`src/rtl/dual_issue_ctrl.sv`:
```
// Registered dual-issue stage: resolves intra-pair and load-use hazards for the alpha/beta slots.
// Optional load-use scoreboard enabled by defining DUAL_ISSUE_LOADUSE_EN.
module dual_issue_ctrl #(
  parameter int unsigned LOAD_LAT = 2,
  parameter int unsigned NREG     = 32,
  parameter logic [31:0] NOP      = 32'h00000013
) (
  input  logic        clk,
  input  logic        rst,
  input  logic [31:0] inst_a_in,
  input  logic [31:0] inst_b_in,
  input  logic        in_valid,
  input  logic        hold,
  input  logic        flush,
  output logic        in_ready,
  output logic [1:0]  pc_adv,
  output logic [31:0] inst_a_out,
  output logic [31:0] inst_b_out,
  output logic        issue_valid
);

  localparam logic [6:0] OP_LUI   = 7'b0110111;
  localparam logic [6:0] OP_AUIPC = 7'b0010111;
  localparam logic [6:0] OP_JAL   = 7'b1101111;
  localparam logic [6:0] OP_JALR  = 7'b1100111;
  localparam logic [6:0] OP_BR    = 7'b1100011;
  localparam logic [6:0] OP_ST    = 7'b0100011;
  localparam logic [6:0] OP_LD    = 7'b0000011;
  localparam logic [6:0] OP_R     = 7'b0110011;

  typedef struct packed {
    logic       wr;
    logic       rd1;
    logic       rd2;
    logic       ld;
    logic       ctl;
    logic [4:0] rd;
    logic [4:0] rs1;
    logic [4:0] rs2;
  } dec_t;

  function automatic dec_t decode(input logic [31:0] i);
    dec_t       d;
    logic [6:0] op;
    op    = i[6:0];
    d.rd  = i[11:7];
    d.rs1 = i[19:15];
    d.rs2 = i[24:20];
    d.wr  = (op != OP_ST) && (op != OP_BR) && (d.rd != 5'd0);
    d.rd1 = (op != OP_LUI) && (op != OP_AUIPC) && (op != OP_JAL);
    d.rd2 = (op == OP_R) || (op == OP_ST) || (op == OP_BR);
    d.ld  = (op == OP_LD);
    d.ctl = (op == OP_BR) || (op == OP_JAL) || (op == OP_JALR);
    return d;
  endfunction

  dec_t da, db;
  logic alpha_stall, beta_busy;
  logic raw, waw, squash;

  assign da = decode(inst_a_in);
  assign db = decode(inst_b_in);

`ifdef DUAL_ISSUE_LOADUSE_EN
  localparam logic [2:0] LAT3 = 3'(LOAD_LAT);

  logic [2:0]      sb [NREG];
  logic [NREG-1:0] set_vec;

  always_comb begin
    alpha_stall = (da.rd1 && (sb[da.rs1] != '0)) || (da.rd2 && (sb[da.rs2] != '0));
    beta_busy   = (db.rd1 && (sb[db.rs1] != '0)) || (db.rd2 && (sb[db.rs2] != '0));
  end

  // rd != 0 in both terms keeps x0's counter permanently clear
  always_comb begin
    set_vec = '0;
    if (in_ready && da.ld && da.wr)
      set_vec[da.rd] = 1'b1;
    if (in_ready && !squash && db.ld && db.wr)
      set_vec[db.rd] = 1'b1;
  end

  always_ff @(posedge clk or posedge rst) begin
    if (rst) begin
      for (int unsigned r = 0; r < NREG; r++)
        sb[r] <= '0;
    end else if (!hold) begin
      for (int unsigned r = 0; r < NREG; r++) begin
        if (set_vec[r])
          sb[r] <= LAT3;
        else if (sb[r] != '0)
          sb[r] <= sb[r] - 3'd1;
      end
    end
  end

  logic unused_ok;
  assign unused_ok = ^{inst_a_in[31:25], inst_a_in[14:12],
                       inst_b_in[31:25], inst_b_in[14:12], db.ctl};
`else
  assign alpha_stall = 1'b0;
  assign beta_busy   = 1'b0;

  logic unused_ok;
  assign unused_ok = ^{inst_a_in[31:25], inst_a_in[14:12], inst_a_in[24:15],
                       inst_b_in[31:25], inst_b_in[14:12],
                       da.rd1, da.rd2, da.ld, db.ld, db.ctl,
                       32'(LOAD_LAT), 32'(NREG)};
`endif

  always_comb begin
    raw    = da.wr && ((db.rd1 && (db.rs1 == da.rd)) || (db.rd2 && (db.rs2 == da.rd)));
    waw    = da.wr && db.wr && (da.rd == db.rd);
    squash = raw || waw || da.ctl || beta_busy;
  end

  always_comb begin
    in_ready = in_valid && !hold && !alpha_stall;
    if (!in_ready)
      pc_adv = 2'd0;
    else if (squash)
      pc_adv = 2'd1;
    else
      pc_adv = 2'd2;
  end

  always_ff @(posedge clk or posedge rst) begin
    if (rst) begin
      inst_a_out  <= NOP;
      inst_b_out  <= NOP;
      issue_valid <= 1'b0;
    end else if (!hold) begin
      if (flush || !in_ready) begin
        inst_a_out  <= NOP;
        inst_b_out  <= NOP;
        issue_valid <= 1'b0;
      end else begin
        inst_a_out  <= inst_a_in;
        inst_b_out  <= squash ? NOP : inst_b_in;
        issue_valid <= 1'b1;
      end
    end
  end

endmodule

```
`config.mk`:
```
export PLATFORM = sky130hd
export DESIGN_NAME = dual_issue_ctrl
export DESIGN_NICKNAME = d
export VERILOG_FILES = /design/src/rtl/dual_issue_ctrl.sv
export SDC_FILE = /design/constraint.sdc
export NUM_CORES = 1
export LEC_CHECK = 0
export ABC_AREA = 0
export ABC_CLOCK_PERIOD_IN_PS = 3800
export BUFFER_PORTS_ARGS = -buffer_cell sky130_fd_sc_hd__buf_2
export CAP_MARGIN = 15
export CORE_UTILIZATION = 24
export DETAILED_ROUTE_END_ITERATION = 16
export GPL_ROUTABILITY_DRIVEN = 0
export PLACE_DENSITY = 0.52
export SLEW_MARGIN = 20
export SYNTH_ARGS = -nofsm -noshare
export SYNTH_HDL_FRONTEND = slang
export SYNTH_SLANG_ARGS = --single-unit
```
`constraint.sdc`:
```
create_clock -name clk -period 3.8 [get_ports clk]
set_input_delay 0.38 -clock clk [delete_from_list [all_inputs] [get_ports clk]]
set_output_delay 0.38 -clock clk [all_outputs]
set_load 0.01 [all_outputs]
```
# == Word-level counts from Yosys, hierarchy flattened ==
# Index checks and enable logic that the tools add are counted.
# word_totals
regBits,65
latch_bits,0
ram_bits,0
romBits,0
output_inout_bits,68
n_memories,0
# op_classes
add_sub_neg,0
n_mul,0
n_div,0
order_cmp,0
eq_ne,16
shift,0
muxes,6
bitwise_logic,0
n_reduce_logical,24
# op_table
cell,n
$mux W32,3
$eq A7 B7 Y1 const B,4
$ne A7 B6 Y1 const B,3
$ne A7 B7 Y1 const B,3
$eq A5 B5 Y1,3
$eq A7 B6 Y1 const B,2
$logic_and A1 B1 Y1,12
$reduce_bool A5 Y1,2
$logic_or A1 B1 Y1,8
$ne A7 B5 Y1 const B,1
$mux W2,2
$logic_not A1 Y1,2
$mux W1,1

# == Longest topological paths before layout ==
# Gate-level depths: netlist (run 1).
# logic_depth
word_depth,10
ltp_mapped,7
depth_no_buf,5

# == Worst setup path before layout (run 1) ==
# No wires, ideal clock.
# synth_path
path_kind,in2reg
from,input port inst_a_in[8]
to,register inst_b_out[21]
setup_time_ns,0.066
arrival_ns,2.049
required_ns,3.734
setup_slack_ns,1.684
path_stages,6
path_buffers,1
path_cell_list,or4_4 -> o32ai_4 -> nor4_2 -> a2111oi_4 -> buf_6 -> a22o_1
# synth_via
elab_chain_cells,8
elab_cells_between_ends,15
classes_between,eq/ne (3); mux (2); reduce/logical (10)
# synth_rtl
element,line,source
start: declaration,10,"input logic [31:0] inst_a_in,"
$eq A5 B5 Y1 or $reduce_bool A5 Y1 (tied branches),"113, 49",
"$logic_and A1 B1 Y1, on equally long branches","113, 49",
$logic_or A1 B1 Y1 or $logic_and A1 B1 Y1 (tied branches),"113, 114",
"$logic_and A1 B1 Y1, on equally long branches","113, 114",
$logic_or A1 B1 Y1 (*) (2 in a row),115,squash = raw || waw || da.ctl || beta_busy;
$mux W32 (*),140,inst_b_out <= squash ? NOP : inst_b_in;
$mux W32 (*),134,if (flush || !in_ready) begin
end signal: assignment,140,
end: declaration,18,"output logic [31:0] inst_b_out,"
# Every way passes the cells marked *; elsewhere a longest branch is shown, timed or not.
# A chain may end at the register's enable or synchronous reset.

# == Worst setup path in the final report (run 1) ==
# layout_path
from,input port inst_a_in[8]
to,output port pc_adv[1]
# layout_via
elab_chain_cells,8
elab_cells_between_ends,15
classes_between,eq/ne (3); mux (2); reduce/logical (10)
# layout_rtl
element,line,source
$eq A5 B5 Y1 or $reduce_bool A5 Y1 (tied branches),"113, 49",
"$logic_and A1 B1 Y1, on equally long branches","113, 49",
$logic_or A1 B1 Y1 or $logic_and A1 B1 Y1 (tied branches),"113, 114",
"$logic_and A1 B1 Y1, on equally long branches","113, 114",
$logic_or A1 B1 Y1 (*) (2 in a row),115,
$mux W2 (*),122,else if (squash)
$mux W2 (*),120,if (!in_ready)
end: declaration,16,"output logic [1:0] pc_adv,"
# Marked as above.

==> flow_summary.yaml, run 1 <==
timing:
  finClkSkew_ps: 0
  worstMarginPinSlew_ps: 783.5
  max_slew_margin: 0.4769
  setup_tns_ps: 0
  min_period_over_period: 0.6637
  fin_crit_ps: 2522
  rsz0062_at_grt: "no"
  hold_viol: 0
  drv_slew: 0
  setup_violations: 0
  clock.fmax_mhz: 396.5
routing:
  drt_wl_total_mm: 7.885
  drtIter0Drc: 72
  avgRoutedWirePerCell_um: 16.36
  ant_nets: 0
  viasPerCell: 4.687
  drc: 0
  vias: 2259
  drtPass1Iterations: 6
pwr:
  p_per_area_nw_per_um2: 427.3
  vdd_ir_drop_max_uv: 138.8
  seq_power_share: 0.479
  p_leak_nw: 1.925
  swShare: 0.2673
  p_comb_frac: 0.143
  switching_power_uw: 421.3
  power_frac_clock: 0.378
  p_int_mw: 1.155
clock_network:
  cts_buffers: 9
  clk_pin_slew_ps: 70
  cts_tree: "built"
  clk_latency_ps: 340
  htreeDepth: 3
  cts_hold_buf: 0
  clock-root-buffer: "clkbuf_8"
  postCtsResizedCells: 0
  cts_buffer_depth: 2
  post-cts-setup-buffers: 0
  clock-sinks: 65
worst_setup_path:
  crit_buf_inv: 2
  reg2regPathDepth: 1
  path_depth: 7
  crit_path_frequent_cell: "buf_2"
  endpoint_kind: "output port"
  cp_cell_sequence: "buf_2, or4_4, o32ai_4, nor2_1, a21oi_1, and3_1, buf_2"
  r2r-start: "inst_b_out[4]"
  cp.arrival_ps: 2140
  critPathTopFamily: "simple AND/OR/NAND/NOR gates"
  r2r_slack_ps: 3040
  crit_start: "inst_a_in[8]"
  critPathKind: "in2out"
  worst_ep_required_time_ps: 3420
  crit_path_max_fanout: 5
  r2r_end: "inst_b_out[4]"
  cp-endpoint: "pc_adv[1]"
  startpoint_type: "input port"
  max_stage_delay_ps: 560
  crit_slowest_cell: "or4_4"
job:
  cap_violations: 0
grt:
  antenna_found_initial: 0
  gr-total-overflow: 0
  grt_max_degree: 61
  grt_pass1_vias: 2201
  track_usage: 0.1432
  grt_pass1_wl_mm: 12.23
finish:
  fillCellCount: 1118
  area_delta_synth_final_pct: 38.08
  nNetsFinal: 406
  layout-drive-gt1-share: 0.4971
  final_cell_count_no_fill: 482
  antenna_cells: 0
  final_common_cell: "buf_2"
  final_cell_mix: "136 x buf_2, 59 x dfrtp_1, 55 x a22o_1, 13 x xnor2_1, 10 x clkbuf_8"
synth:
  ys.warnings.count: 0
  yosysSeqAreaShare: 0.6117
  synth_cell_types: 31
  syn_avg_cell_area_um2: 13.36
  synth_edf_count: 0
  ys_seq_elements: 65
  synth_fp_nets: 269
  synthFlopType: "dfrtp_1"
  netlist_area_um2: 2671
  async_flop_share: 1.000
  synth_cells: 200
floorplan:
  start_util: 0.2464
  num_rows: 38
  dieArea_um2: 11560
  fp.dieW_um: 107.5
  pin_count: 137
  die_y_um: 107.5
  placeableCoreArea_um2: 10840
place:
  placedCellCount: 466
  place_hpwl_mm: 5.722
  io_buffers: 136
hold_path:
  hp-class: "in2async"
status:
  outcome: "completed"
logic make-up after synthesis:
family	share of synthesized area
AO/OA/AOI/OAI	0.2525
XOR/XNOR	0.04590
buffers and inverters	0.03232
flip-flops	0.6117
AND/OR/NAND/NOR	0.05761
area by class of cell:
cell class                 count  area [um^2]  area share
inverter                       5        18.77    0.005088
tap                          140        175.2     0.04749
clock inverter                 5        55.05     0.01493
multi-input combinational    116        953.4      0.2585
clock buffer                  11        141.4     0.03833
timing repair buffer         140        710.7      0.1927
sequential                    65         1634      0.4430
registers in the layout, summed over array words and instances (netlist names):
name and cells:
inst_a_out 32, inst_b_out 32, issue_valid 1
power groups by stage:
stage          clock network, mW  logic, mW  registers (mW)
4_1_cts                    0.617      0.230           0.756
5_1_grt                    0.650      0.249           0.761
2_1_floorplan                  0     0.0937           0.787
6_report                   0.595      0.225           0.756
3_5_place_dp                   0      0.230           0.768
3_3_place_gp                   0      0.227           0.768
metrics by stage:
| stage | util | hold WS [ps] | power (mW) | worst slack (ps) | instance area, um^2 |
|---|---|---|---|---|---|
| finish | 0.3403 | 174.0 | 1.576 | 1278 | 3689 |
| global route | 0.3403 | 235.1 | 1.660 | 1133 | 3689 |
| CTS | 0.3403 | 200.7 | 1.603 | 1279 | 3689 |
| detailed placement | 0.3221 | 474.9 | 0.9984 | 1053 | 3492 |
| global placement | 0.3221 | 462.3 | 0.9957 | 1111 | 3492 |
| floorplan | - | 468.6 | 0.8806 | 1684 | 2671 |
per-layer routing:
metal / up-vias / global-route usage / wire length, um
met4: 0 / 0.06164 / 99
met2: 89 / 0.2125 / 3459
met3: 9 / 0.04177 / 559
met1: 1125 / 0.1928 / 3766
met5: - / 0 / 0
li1: 1036 / - / -
worst min path at each step:
| stage | to | slack [ps] |
|---|---|---|
| finish | inst_a_out[18] | 170 |
| global route | inst_b_out[28] | 240 |
| CTS | inst_b_out[15] | 200 |
| detailed placement | inst_a_out[3] | 470 |
| global placement | issue_valid | 460 |
| floorplan | inst_b_out[4] | 470 |
synthesized netlist by cell type, types with 3 or more instances:
library cell | count | area share
a21oi_1 | 4 | 0.0075
a22o_1 | 55 | 0.18
clkbuf_1 | 12 | 0.017
dfrtp_1 | 59 | 0.55
dfstp_2 | 6 | 0.059
inv_1 | 5 | 0.0070
nand2_1 | 5 | 0.0070
nand3_1 | 3 | 0.0056
nor2_1 | 6 | 0.0084
o21ai_0 | 3 | 0.0056
o22a_1 | 3 | 0.0098
xnor2_1 | 13 | 0.043
Note: power is estimated with default switching activity, not from simulation.
==> run 2, diff against run 1 <==
--- a/config.mk
+++ b/config.mk
@@ -5,8 +5,8 @@
 export SDC_FILE = /design/constraint.sdc
 export NUM_CORES = 1
 export LEC_CHECK = 0
-export ABC_AREA = 0
-export ABC_CLOCK_PERIOD_IN_PS = 3800
+export ABC_AREA = 1
+export ABC_CLOCK_PERIOD_IN_PS = 2200
 export BUFFER_PORTS_ARGS = -buffer_cell sky130_fd_sc_hd__buf_2
 export CAP_MARGIN = 15
 export CORE_UTILIZATION = 24
==> constraint.sdc (replaced) <==
create_clock -name clk -period 2.2 [get_ports clk]
set_input_delay 0.22 -clock clk [delete_from_list [all_inputs] [get_ports clk]]
set_output_delay 0.22 -clock clk [all_outputs]
set_load 0.01 [all_outputs]
==> flow_summary.yaml, run 2 <==
finish:
  antenna_cells: 0
  final_common_cell: "buf_2"
  reg_top3: "inst_a_out: 32 flops, inst_b_out: 32 flops, issue_valid: 1 flops"
  final_cell_mix: "136 x buf_2, 110 x nand2_1, 59 x dfrtp_1, 47 x nor2_1, 41 x inv_1"
  nNetsFinal: 584
  layout-drive-gt1-share: 0.3731
  area_delta_synth_final_pct: 35.09
routing:
  avgRoutedWirePerCell_um: 13.74
  drt_wl_total_mm: 9.509
  viasPerCell: 4.316
  drtIter0Drc: 106
  ant_nets: 0
  vias: 2987
  drc: 0
  drtPass1Iterations: 4
timing:
  setup_tns_ps: 0
  rsz0062_at_grt: "no"
  setup_violations: 0
  finClkSkew_ps: 0
  worstMarginPinSlew_ps: 630.6
  drv_slew: 0
  clock.fmax_mhz: 620.6
  min_period_over_period: 0.7325
  max_slew_margin: 0.5796
  hold_viol: 0
  fin_crit_ps: 1611
pwr:
  p_comb_frac: 0.141
  swShare: 0.2604
  p_per_area_nw_per_um2: 701.4
  finalPower_mw: 3.058
  p_int_mw: 2.261
  switching_power_uw: 796.2
  seq_power_share: 0.427
  power_frac_clock: 0.432
  vdd_ir_drop_max_uv: 299.9
  p_leak_nw: 2.486
status:
  outcome: "completed"
worst_setup_path:
  endpoint_kind: "output port"
  cp.arrival_ps: 1390
  critPathKind: "in2out"
  startpoint_type: "input port"
  crit_path_max_fanout: 13
  worst_ep_required_time_ps: 1980
floorplan:
  placeableCoreArea_um2: 12880
  die_y_um: 118.0
  fp.dieW_um: 118.0
  pin_count: 137
  dieArea_um2: 13910
  num_rows: 41
  start_util: 0.2506
clock_network:
  clk_latency_ps: 330
  clk_pin_slew_ps: 50
  post-cts-setup-buffers: 0
  clock-root-buffer: "clkbuf_16"
  cts_tree: "built"
  htreeDepth: 3
  cts_buffers: 9
  clock-sinks: 65
  postCtsResizedCells: 0
  cts_buffer_depth: 2
job:
  cap_violations: 0
synth:
  ys_top_cells_by_area: "dfrtp_1 46%, nand2_1 13%, a32o_1 6.5%"
  synth_cells: 378
  synth_fp_nets: 447
  netlist_area_um2: 3227
  synth_cell_types: 26
  async_flop_share: 1.000
  synth_edf_count: 0
  yosysSeqAreaShare: 0.5064
  yosys.area.top_type: "dfrtp_1"
  ys.warnings.count: 0
  synth_common_cells: "110 x nand2_1, 59 x dfrtp_1, 47 x nor2_1"
  syn_avg_cell_area_um2: 8.537
  synth.most_common_cell: "nand2_1"
  synthFlopType: "dfrtp_1"
  synth.top_cell.area_share: 0.4575
  ys_seq_elements: 65
grt:
  track_usage: 0.1447
  grt_max_degree: 66
  antenna_found_initial: 1
  grt_pass1_wl_mm: 15.71
  gr-total-overflow: 0
  grt_pass1_vias: 3062
hold_path:
  hp-class: "in2reg"
place:
  io_buffers: 136
  place_hpwl_mm: 7.032
-- run 2: final cells by class --
cell class	count	area [um^2]
Clock buffer	13	260.3
Clock inverter	3	15.01
Fill cell	1356	8517
Inverter	46	172.7
Multi-Input combinational cell	246	1284
Sequential cell	65	1634
Tap cell	172	215.2
Timing Repair Buffer	147	778.2
-- run 2: critical path: stages --
cell	delay (ps)
buf_2	120
nor3_2	270
nand3_1	130
o21ai_0	90
inv_1	90
nand2_4	170
nand2_1	70
nor2_1	90
buf_2	130
-- run 2: cells by family (layout without fill, tap and decap cells) --
family | Yosys count | in the layout | share of synthesized area
and+or+nand+nor | 203 | 203 | 0.2819
buffers and inverters | 67 | 209 | 0.09849
DFF | 65 | 65 | 0.5064
AOI/OAI and AO/OA | 39 | 39 | 0.1024
xor gates and xnor gates | 4 | 4 | 0.01086
-- run 2: worst paths after layout --
check	from	to	cells after the start	slack, ps
setup / recovery	inst_a_in[4]	pc_adv[1]	9	590
hold / removal	inst_a_in[0]	inst_a_out[0]	2	140
setup reg to reg	inst_b_out[0]	inst_b_out[0]	3	1380
hold reg to reg	inst_b_out[11]	inst_b_out[11]	2	470
max in group asynchronous	rst	inst_b_out[4]	4	1360
min in group asynchronous	rst	inst_b_out[30]	4	460
-- run 2: metal layers --
metal / track usage / routed length, um / share of wire / vias to the layer above
met2: 0.2313 / 4550 / 0.48 / 76
met4: 0.05288 / 134 / 0.014 / 2
met3: 0.04748 / 594 / 0.062 / 12
met1: 0.1809 / 4214 / 0.44 / 1416
met5: 0 / 13 / 0.0014 / -
li1: - / - / - / 1481
-- run 2: stage by stage --
stage	hold WS [ps]	utilization	instances	setup WS, ps	instance area [um^2]
floorplan	361.2	-	378	363.5	3227
global placement	319.4	0.3164	675	556.5	4074
detailed placement	323.9	0.3164	675	552.6	4074
CTS	126.3	0.3385	692	552.3	4359
global route	134.9	0.3385	692	464.7	4359
finish	141.8	0.3385	692	588.6	4359
-- run 2: power by group through the flow --
stage | logic [mW] | registers, mW | clock network, mW
2_1_floorplan | 0.200 | 1.36 | 0
3_3_place_gp | 0.434 | 1.33 | 0
3_5_place_dp | 0.439 | 1.33 | 0
4_1_cts | 0.442 | 1.31 | 1.37
5_1_grt | 0.483 | 1.31 | 1.42
6_report | 0.432 | 1.31 | 1.32
-- run 2: repair_timing --
action                                  4_1_cts  5_1_grt
hold endpoints to repair                     59        0
hold buffers                                  1        0
endpoints found under the setup margin        0        0
==> run 3, diff against run 2 <==
--- a/config.mk
+++ b/config.mk
@@ -6,13 +6,13 @@
 export NUM_CORES = 1
 export LEC_CHECK = 0
 export ABC_AREA = 1
-export ABC_CLOCK_PERIOD_IN_PS = 2200
+export ABC_CLOCK_PERIOD_IN_PS = 1500
 export BUFFER_PORTS_ARGS = -buffer_cell sky130_fd_sc_hd__buf_2
 export CAP_MARGIN = 15
 export CORE_UTILIZATION = 24
 export DETAILED_ROUTE_END_ITERATION = 16
 export GPL_ROUTABILITY_DRIVEN = 0
-export PLACE_DENSITY = 0.52
+export PLACE_DENSITY = 0.5
 export SLEW_MARGIN = 20
 export SYNTH_ARGS = -nofsm -noshare
 export SYNTH_HDL_FRONTEND = slang
==> constraint.sdc (replaced) <==
create_clock -name clk -period 1.5 [get_ports clk]
set_input_delay 0.15 -clock clk [delete_from_list [all_inputs] [get_ports clk]]
set_output_delay 0.15 -clock clk [all_outputs]
set_load 0.01 [all_outputs]
==> flow_summary.yaml, run 3 (synthesis gave the netlist of run 2 again) <==
status:
  outcome: "completed"
finish:
  fillCellCount: 1384
  reg_top3: "inst_a_out: 32 flops, inst_b_out: 32 flops, issue_valid: 1 flops"
  layout-drive-gt1-share: 0.3878
  finish.utilization: 0.3467
  area_delta_synth_final_pct: 38.35
  nNetsFinal: 590
  final_cell_mix: "136 x buf_2, 110 x nand2_1, 59 x dfrtp_1, 45 x nor2_1, 40 x inv_1"
  final_common_cell: "buf_2"
clock_network:
  clock-root-buffer: "clkbuf_16"
  clk_pin_slew_ps: 50
  cts_tree: "built"
  cts_buffer_depth: 2
  cts_buffers: 9
  clk_latency_ps: 320
  clock-sinks: 65
  htreeDepth: 3
floorplan:
  dieArea_um2: 13910
  start_util: 0.2506
  placeableCoreArea_um2: 12880
  num_rows: 41
  die_y_um: 118.0
  fp.dieW_um: 118.0
  pin_count: 137
worst_setup_path:
  max_stage_delay_ps: 150
  r2r-start: "inst_b_out[4]"
  worst_ep_required_time_ps: 1350
  cp_cell_sequence: "buf_2, nand2_1, nor2_2, nand2_1, nand4_1, nand3_2, nand2_4, nand2_1, nor2_2, buf_2"
  startpoint_type: "input port"
  crit_slowest_cell: "nor2_2"
  crit_path_max_fanout: 6
  crit_start: "inst_b_in[1]"
  crit_path_frequent_cell: "nand2_1"
  endpoint_kind: "output port"
  crit_buf_inv: 2
  cp.arrival_ps: 1230
  critPathTopFamily: "simple AND/OR/NAND/NOR gates"
  critPathKind: "in2out"
routing:
  avgRoutedWirePerCell_um: 14.05
  drtIter0Drc: 126
  vias: 3024
  drtPass1Iterations: 4
  viasPerCell: 4.326
  ant_nets: 0
  drc: 0
  drt_wl_total_mm: 9.823
pwr:
  p_int_mw: 3.573
  seq_power_share: 0.401
  p_per_area_nw_per_um2: 1069
  p_comb_frac: 0.137
  switching_power_mw: 1.198
  finalPower_mw: 4.771
  vdd_ir_drop_max_uv: 382.2
  p_leak_nw: 2.526
  power_frac_clock: 0.461
  swShare: 0.2510
place:
  io_buffers: 136
  place_ws_ps: 69.99
  place_hpwl_mm: 7.188
timing:
  worstMarginPinSlew_ps: 668.1
  timing.hold.ws_ps: 70.77
  clock.fmax_mhz: 725.4
  finClkSkew_ps: 0
  drv_slew: 0
  fin_crit_ps: 1379
  setup_tns_ps: 0
  setup_violations: 0
  min_period_over_period: 0.9190
  hold_viol: 0
  max_slew_margin: 0.5546
  setup_ws_ps: 121.5
grt:
  antenna_found_initial: 1
  grt_pass1_wl_mm: 16.34
  grt_pass1_vias: 3094
  track_usage: 0.1492
  gr-total-overflow: 0
  grt_max_degree: 60
job:
  cap_violations: 0
hold_path:
  hp-start: "inst_a_in[1]"
  hp-class: "in2reg"
==> run 3: changes by cell type in the layout (fill, tap and decap cells not counted) <==
cell,delta
inv_1,-1
clkbuf_8,-2
clkbuf_1,-1
diode_2,+1
nor2_1,-2
bufinv_16,+2
buf_4,+5
clkinvlp_4,+2
nor2_2,+2
buf_12,+1
==> run 3: metal layers <==
layer  part of all wire  track usage
met1               0.47       0.1920
met3              0.052      0.04070
met2               0.46       0.2360
met5                  0            0
met4              0.020      0.05849
==> run 3: power groups by stage <==
stage | clock network, mW | logic, mW | registers [mW]
after floorplan | 0 | 0.294 | 1.99
after global placement | 0 | 0.654 | 1.94
after detailed placement | 0 | 0.658 | 1.94
after CTS | 2.26 | 0.661 | 1.92
after global routing | 2.35 | 0.732 | 1.93
final | 2.20 | 0.656 | 1.92
==> run 3: path summary, 6_finish.rpt <==
| path | to | slack, ps | depth (start not counted) |
|---|---|---|---|
| min in group asynchronous | inst_a_out[5] | 380 | 3 |
| worst min-delay path | inst_a_out[1] | 70 | 2 |
| worst max register to register | inst_b_out[4] | 690 | 3 |
| worst min register to register | inst_b_out[10] | 470 | 2 |
| worst max-delay path | pc_adv[1] | 120 | 10 |
| max in group asynchronous | inst_a_out[27] | 520 | 4 |
==> run 3: repair_timing <==
item | in CTS | in global routing
hold buffers | 1 | 0
gates resized for setup | 0 | 3
hold endpoints to repair | 8 | 0
setup buffers | 0 | 2
endpoints found under the setup margin | 0 | 2
==> run 3: through the flow <==
step	cell area, um^2	cells
floorplan	3231	378
global placement	4120	679
detailed placement	4120	679
CTS	4442	696
global route	4464	699
finish	4464	699
==> run 3: layout make-up <==
type,instances,area (um^2),share of cell area
antenna,1,2.502,0.0005605
clock buffer,10,229.0,0.05129
clock inverter,6,82.58,0.01850
inverter,46,176.4,0.03952
multi-input combinational,246,1289,0.2887
sequential,65,1634,0.3660
tap,172,215.2,0.04821
timing repair buffer,153,835.8,0.1872
